===== src/rtl/tilemap_scanner.sv =====
// tilemap_scanner: walks the tile map row by row and hands each cell to the tile drawer.
// Optional build macro TILEMAP_SKIP_EMPTY_EN: empty/out-of-range cells bypass the drawer handshake.
`default_nettype none

module tilemap_scanner #(
  parameter int         MAP_COLS    = 20,
  parameter int         MAP_ROWS    = 15,
  parameter int         TILE_COUNT  = 21,
  parameter logic [7:0] EMPTY_INDEX = 8'hFF
) (
  input  logic        clk,
  input  logic        resetn,
  input  logic        start,
  output logic [8:0]  map_addr,
  input  logic [7:0]  map_data,
  output logic [11:0] tile_address,
  output logic [7:0]  x_pos,
  output logic [7:0]  y_pos,
  output logic        draw,
  input  logic        drawer_active,
  output logic        busy,
  output logic        done,
  output logic [8:0]  cells_drawn
);

  localparam int         CW      = $clog2(MAP_COLS);
  localparam int         RW      = $clog2(MAP_ROWS);
  localparam logic [7:0] TILE_LIM = 8'(TILE_COUNT);

  typedef enum logic [3:0] {
    S_IDLE, S_READ_REQ, S_READ_WAIT, S_CAPTURE, S_ISSUE,
    S_WAIT_ACK, S_WAIT_DONE, S_ADVANCE, S_FINISH
  } state_t;

  state_t        state_q, state_d;
  logic [CW-1:0] col_q, col_d;
  logic [RW-1:0] row_q, row_d;
  logic [8:0]    addr_q, addr_d;
  logic [8:0]    cells_q, cells_d;
  logic [11:0]   tile_q, tile_d;
  logic [7:0]    x_q, x_d;
  logic [7:0]    y_q, y_d;
  logic          draw_q, draw_d;
  logic          busy_q, busy_d;
  logic          done_q, done_d;

  logic          w_empty;
  logic          w_last;
  logic [11:0]   w_tile;

  assign w_empty = (map_data == EMPTY_INDEX) || (map_data >= TILE_LIM);
  assign w_last  = (col_q == CW'(MAP_COLS - 1)) && (row_q == RW'(MAP_ROWS - 1));
  // index*192 as two shifts; valid indices never overflow 12 bits
  assign w_tile  = ({4'b0, map_data} << 7) + ({4'b0, map_data} << 6);

  always_comb begin
    state_d = state_q;
    col_d   = col_q;
    row_d   = row_q;
    addr_d  = addr_q;
    cells_d = cells_q;
    tile_d  = tile_q;
    x_d     = x_q;
    y_d     = y_q;
    draw_d  = 1'b0;
    busy_d  = busy_q;
    done_d  = 1'b0;

    case (state_q)
      S_IDLE: begin
        if (start) begin
          state_d = S_READ_REQ;
          busy_d  = 1'b1;
          col_d   = '0;
          row_d   = '0;
          addr_d  = '0;
          cells_d = '0;
        end
      end
      S_READ_REQ:  state_d = S_READ_WAIT;
      S_READ_WAIT: state_d = S_CAPTURE;
      S_CAPTURE: begin
        x_d     = 8'(col_q) << 3;
        y_d     = 8'(row_q) << 3;
        tile_d  = w_tile;
        state_d = S_ISSUE;
        if (w_empty) begin
`ifdef TILEMAP_SKIP_EMPTY_EN
          x_d     = x_q;
          y_d     = y_q;
          tile_d  = tile_q;
          state_d = S_ADVANCE;
`else
          tile_d  = '0;
`endif
        end
      end
      S_ISSUE: begin
        // the drawer may still be busy with a tile it was handed elsewhere
        if (!drawer_active) begin
          draw_d  = 1'b1;
          cells_d = cells_q + 9'd1;
          state_d = S_WAIT_ACK;
        end
      end
      S_WAIT_ACK: begin
        if (drawer_active) state_d = S_WAIT_DONE;
      end
      S_WAIT_DONE: begin
        if (!drawer_active) state_d = S_ADVANCE;
      end
      S_ADVANCE: begin
        if (w_last) begin
          state_d = S_FINISH;
          done_d  = 1'b1;
          busy_d  = 1'b0;
        end else begin
          if (col_q == CW'(MAP_COLS - 1)) begin
            col_d = '0;
            row_d = row_q + RW'(1);
          end else begin
            col_d = col_q + CW'(1);
          end
          addr_d  = addr_q + 9'd1;
          state_d = S_READ_REQ;
        end
      end
      S_FINISH: state_d = S_IDLE;
      default:  state_d = S_IDLE;
    endcase
  end

  always_ff @(posedge clk or negedge resetn) begin
    if (!resetn) begin
      state_q <= S_IDLE;
      col_q   <= '0;
      row_q   <= '0;
      addr_q  <= '0;
      cells_q <= '0;
      tile_q  <= '0;
      x_q     <= '0;
      y_q     <= '0;
      draw_q  <= 1'b0;
      busy_q  <= 1'b0;
      done_q  <= 1'b0;
    end else begin
      state_q <= state_d;
      col_q   <= col_d;
      row_q   <= row_d;
      addr_q  <= addr_d;
      cells_q <= cells_d;
      tile_q  <= tile_d;
      x_q     <= x_d;
      y_q     <= y_d;
      draw_q  <= draw_d;
      busy_q  <= busy_d;
      done_q  <= done_d;
    end
  end

  assign map_addr     = addr_q;
  assign tile_address = tile_q;
  assign x_pos        = x_q;
  assign y_pos        = y_q;
  assign draw         = draw_q;
  assign busy         = busy_q;
  assign done         = done_q;
  assign cells_drawn  = cells_q;

endmodule

`default_nettype wire


===== config.mk =====
export PLATFORM = sky130hd
export DESIGN_NAME = tilemap_scanner
export DESIGN_NICKNAME = d
export VERILOG_FILES = /design/src/rtl/tilemap_scanner.sv
export SDC_FILE = /design/constraint.sdc
export NUM_CORES = 1
export LEC_CHECK = 0
export ABC_AREA = 1
export CAP_MARGIN = 10
export CORE_MARGIN = 1
export CORE_UTILIZATION = 57
export CTS_BUF_LIST = sky130_fd_sc_hd__clkbuf_2 sky130_fd_sc_hd__clkbuf_4 sky130_fd_sc_hd__clkbuf_8
export DETAILED_ROUTE_END_ITERATION = 10
export DONT_BUFFER_PORTS = 1
export GPL_TIMING_DRIVEN = 0
export PLACE_DENSITY_LB_ADDON = 0.2
export SKIP_CTS_REPAIR_TIMING = 1
export SLEW_MARGIN = 30
export SYNTH_ARGS = -nofsm -noshare
export SYNTH_HDL_FRONTEND = slang
export SYNTH_SLANG_ARGS = --single-unit

===== constraint.sdc =====
create_clock -name clk -period 3.1 [get_ports clk]
set_input_delay 0.31 -clock clk [delete_from_list [all_inputs] [get_ports clk]]
set_output_delay 0.31 -clock clk [all_outputs]
set_load 0.1 [all_outputs]

# Word level (Yosys, flattened, before mapping)
# Index checks and enable logic that the tools add are counted.
# op_classes
addsub	5
magnitude_cmp	1
eq_ne	17
mux	27
n_reduce_logical	10
# op_table
op	n
9-bit one-hot mux with 2 select lines	2
4-bit two-way mux	8
4-bit one-hot mux with 8 select lines	1
9-bit two-way mux	3
9-bit by 1-bit adder with 9-bit output (second input constant)	2
4-bit by 3-bit == test with 1-bit output (second input constant)	4
5-bit two-way mux	3
2-bit inequality test (second input constant)	7
12-bit adder	1
12-bit two-way mux	1
5-bit one-hot mux with 2 select lines	1
3-bit AND reduction	3
4-bit by 2-bit == test with 1-bit output (second input constant)	2
8-bit == test (second input constant)	1
8-bit by 5-bit >= comparator with 1-bit output (second input constant)	1
4-bit one-hot mux with 2 select lines	1
4-bit AND reduction	2
1-bit two-way mux	6
5-bit by 1-bit adder with 5-bit output (second input constant)	1
5-bit == test (second input constant)	1
4-bit by 1-bit adder with 4-bit output (second input constant)	1
4-bit by 1-bit == test with 1-bit output (second input constant)	1
4-bit == test (second input constant)	1
4-bit zero test	1
other kinds (4)	5
# word_totals
register_bits	55
out_inout_bits	49

# Depth between registers and ports, before layout
# logic_depth
word_depth	4
ltp_mapped	11

# Worst setup path after synthesis
# OpenSTA, ideal clock, no wires.
# synth_timing
path_kind	register -> register
from	register cells_q[1], in the netlist cells_drawn[1]
to	register cells_q[6], in the netlist cells_drawn[6]
setup_ps	129
arrival_time_ps	1834
setup_slack_ps	1137
path_stages_with_launch	7
path_buffers	0
period_less_slack_ps	1963
path_cell_list	dfrtp_1 ha_1 nand2_1 nor2_1 nand4_1 nand3_1 o21ai_0
# synth_via
elab_chain_len	3
# synth_lines
item	line_no	source
start, declared	39	logic [8:0] cells_q, cells_d;
start signal, assigned	151	cells_q <= cells_d;
9-bit by 1-bit adder with 9-bit output	102	cells_d = cells_q + 9'd1;
9-bit two-way mux	100	if (!drawer_active) begin
9-bit one-hot mux with 2 select lines	69	case (state_q)
# Every way passes these cells. The select of a mux whose other input is x is not followed.
# A chain may end at the register's enable or synchronous reset.

# Worst setup path in the final report
# layout_timing
from	register cells_q[0], in the netlist cells_drawn[0]
to	register cells_q[8], in the netlist cells_drawn[8]
# The elaborated chain is that of the path after synthesis.

==> impl.org <==
** Yosys
- Share of the synthesized area in the top cell type :: 0.4126
- Synthesized cell area :: around 0.0030 sq mm
- Ranked by total cell area, the synthesized netlist is headed by sky130_fd_sc_hd__dfrtp_1, sky130_fd_sc_hd__nand2_1, sky130_fd_sc_hd__ha_1, sky130_fd_sc_hd__inv_1, sky130_fd_sc_hd__nand3_1.
- Yosys mapped the design onto 34 distinct sky130hd cell types.
- The share of the Yosys chip area taken by registers is 0.4126.
- Dominant cell type by area after synthesis :: sky130_fd_sc_hd__dfrtp_1
- Mean Syn Cell Area :: around 8 sq um
- Synthesis Warnings :: 0
- Post-synthesis register bit count :: a little under 50
- Counting every instance in the synthesized netlist gives between 300 and 400.

** Pwr
- The design draws 2.692 mW.
- For this design the ratio of total power to cell area is about 830 mW/mm^2.
- The worst-case IR drop observed on VDD is about 0.42 mV.
- The analysis attributes to cell leakage a power of 1.669 nW.

** Final layout
- Of the cells placed in the final design, the portion with a size suffix greater than 1 is 0.1754.
- Fillcell total :: 430
- The area growth from synthesis to layout is 8.800%.
- 0 antenna diodes ended up in the layout.
- Most common library cell in the layout ignoring fill and taps :: sky130_fd_sc_hd__nand2_1
- Non-filler cells, final :: 449
- Layout Nets :: approximately 410
- Leaving out fill and tap cells, the most frequent cells in the layout are sky130_fd_sc_hd__nand2_1, sky130_fd_sc_hd__dfrtp_1, sky130_fd_sc_hd__inv_1.

** Placed design
- The congestion estimate from routability-driven global placement came to roughly 0.83.
- Counting tap cells, the placed design contains a total of 440 instances.
- HPWL after detailed placement :: ~4200 um
- Total of buffers placed on input and output ports :: 0
- Before CTS, the worst setup slack after placement is roughly 960 ps.

** Detailed routing
- Residual antenna-violating net count after detailed routing :: 0
- Vias per cell :: a little over 5
- Count of routing violations after the opening detailed-route iteration :: between 100 and 150
- The first detailed-routing pass ran for 4 iterations.
- Routed len/inst :: 12.78 um
- Wirelength, routed :: approximately 5700 um
- DRC violations left :: 0
- Total number of vias :: between 2k and 2.5k

** CTS
- TritonCTS built the clock tree.
- After clock tree synthesis, the clock-pin slew on the worst setup and hold paths is 90 ps.
- Number of CTS-inserted buffers :: 5
- Clock tree synthesis selected as its root buffer the cell sky130_fd_sc_hd__clkbuf_8.
- H-tree depth :: 2
- Maximum count of clock buffers along a single path :: 2
- CTS sink count :: ~50
- At the later pin of the worst-skew pair, clock insertion delay measures approximately 300 ps.

** Timing
- The final hold violation count is 0.
- Static timing analysis puts the maximum clock frequency at 0.4644 GHz.
- In the post-route analysis, the smallest setup slack over all paths is 946.5 ps.
- Setup-failing EPs final :: 0
- In the finished design, the share of the clock period the worst path needs comes to 0.6947.
- Layout Skew :: just under 10 ps
- Hold is met by ~120 ps.
- Shortest clock period the worst path allows after layout :: 2153 ps
- Final count of pins violating max slew :: 0
- Rel. slew slack :: 0.3322
- Final setup TNS :: 0 ps
- For the pin with the worst max-slew slack, the measured transition is about 1000 ps.
- Setup repair after global routing left no endpoint under its margin.

** Worst setup path
- The critical path starts at cells_drawn[0].
- STA classifies the critical path endpoint as a register.
- Grouping stages by cell kind, the critical path spends the most delay in flip-flops.
- Endpoint of the worst-slack reg-to-reg timing path :: cells_drawn[8]
- Reg-to-Reg Start :: cells_drawn[0]
- CP max stage cell :: sky130_fd_sc_hd__dfrtp_1
- STA classifies the critical path startpoint as a register.
- CP max FO :: 4
- FF-to-FF setup slack :: ~950 ps
- The critical path in this run is classified as register to register.
- Counting both buffers and inverters, the worst setup path holds a total of 0.
- Data required time of the critical path :: approximately 3300 ps
- The critical path goes through ha_1 -> nand2_1 -> nor2_1 -> nand3_1 -> nand2_1 -> nand3_1 -> o21ai_1.
- Total number of cells along the worst setup path :: 7
- The worst register-to-register path has a depth of 7.
- Data arrival time at the worst-slack endpoint :: around 2400 ps
- The most critical setup path has its endpoint at cells_drawn[8].
- Stage delay of the slowest cell on the critical path :: slightly below 1000 ps

** Floorplanning
- The floorplan step set the die height to between 70 and 80 um.
- Pin placement for this block handled 61 I/O pins.
- Core Region :: between 0.004 and 0.005 sq mm
- For this configuration, the core starts out at a cell density of 0.6090.
- The floorplan has 25 rows.
- Die width :: between 70 and 80 um
- Area enclosed by the die boundary :: 0.005506 sq mm

** GRT
- The first global-routing pass estimated about 9500 um of wire.
- Entering global routing, the biggest net connects 50 pins.
- Grt total ovfl :: 0
- Global-route usage over all layers :: 0.2246
- Antenna violations before repair :: 0
- Via count of the first global-routing pass :: around 2.2k

** Run status
- The flow ran to the end, and the final reports show no timing, DRC or antenna violations.

** Flow run
- # Max-Cap Violations :: 0

** Min path
- Hold Path Class :: input pin to register
## cell families after synthesis
group	Yosys count	share of synthesized area
xor+xnor	7	0.02063
other cells	1	0.001262
buf+inv	61	0.1061
mux	5	0.02105
flops	49	0.4126
fa+ha+maj	14	0.06148
simple gates	187	0.2977
compound gates	37	0.07916
## routing by layer
layer | global-route usage | vias up | part of all wire
met4 | 0.07479 | 0 | 0.013
met2 | 0.4010 | 42 | 0.51
li1 | - | 1172 | -
met1 | 0.2636 | 1082 | 0.43
met3 | 0.05556 | 6 | 0.048
met5 | 0 | - | 0
## registers in the layout, indices dropped and copies added (netlist names)
signal        flops
cells_drawn       9
map_addr          9
tile_address      6
col_q             5
x_pos             5
row_q             4
state_q           4
y_pos             4
busy              1
done              1
draw              1
## cell type report
type / count / area (sq um) / area share
repair buffers: 2 / 37.54 / 0.01161
clock buffers: 7 / 90.09 / 0.02786
well taps: 67 / 83.83 / 0.02593
inverters: 42 / 157.7 / 0.04876
flip-flops and latches: 49 / 1231 / 0.3808
plain buffers: 19 / 157.7 / 0.04876
multi-input cells: 263 / 1475 / 0.4563
## how the worst min path moves through the flow
stage | from | to | slack, ps | cells past startpoint
2_1_floorplan | resetn | busy | 10 | 0
3_3_place_gp | resetn | map_addr[4] | 20 | 0
3_5_place_dp | resetn | map_addr[4] | 20 | 0
4_1_cts | resetn | y_pos[6] | -320 | 0
5_1_grt | map_data[0] | tile_address[6] | 140 | 2
6_report | drawer_active | state_q[0] | 120 | 1
## synth_stat cells
cell                         n
sky130_fd_sc_hd__a21boi_2    1
sky130_fd_sc_hd__a21oi_1     1
sky130_fd_sc_hd__buf_4      13
sky130_fd_sc_hd__buf_6       5
sky130_fd_sc_hd__clkbuf_1    1
sky130_fd_sc_hd__conb_1      1
sky130_fd_sc_hd__dfrtp_1    49
sky130_fd_sc_hd__fa_1        1
sky130_fd_sc_hd__ha_1       13
sky130_fd_sc_hd__inv_1      40
sky130_fd_sc_hd__inv_2       2
sky130_fd_sc_hd__mux2_2      2
sky130_fd_sc_hd__mux2_4      2
sky130_fd_sc_hd__mux2i_1     1
sky130_fd_sc_hd__nand2_1   104
sky130_fd_sc_hd__nand2_2     6
sky130_fd_sc_hd__nand2_4     4
sky130_fd_sc_hd__nand3_1    29
sky130_fd_sc_hd__nand3_2     2
sky130_fd_sc_hd__nand3_4     2
sky130_fd_sc_hd__nand3b_1    2
sky130_fd_sc_hd__nand4_1     9
sky130_fd_sc_hd__nor2_1     20
sky130_fd_sc_hd__nor2_2      2
sky130_fd_sc_hd__nor2_4      2
sky130_fd_sc_hd__nor3_1      1
sky130_fd_sc_hd__o21ai_0    16
sky130_fd_sc_hd__o21ai_1     6
sky130_fd_sc_hd__o21ai_2     9
sky130_fd_sc_hd__o21bai_1    4
sky130_fd_sc_hd__or2_1       1
sky130_fd_sc_hd__or2_2       3
sky130_fd_sc_hd__xnor2_1     3
sky130_fd_sc_hd__xor2_1      4
## power by group
group	internal [mW]	switching, mW	leakage (nW)
clock network	0.186	0.206	0.0477
registers	0.741	0.724	0.659
logic	0.281	0.554	0.962
total	1.21	1.48	1.67
## per-stage QoR
| stage | utilization | instance area (sq um) |
|---|---|---|
| floorplan | - | 3017 |
| detailed placement | 0.6356 | 3102 |
| global placement | 0.6354 | 3100 |
| global route | 0.6626 | 3233 |
| finish | 0.6626 | 3233 |
| CTS | 0.6541 | 3192 |
Note: power is estimated with default switching activity, not from simulation.
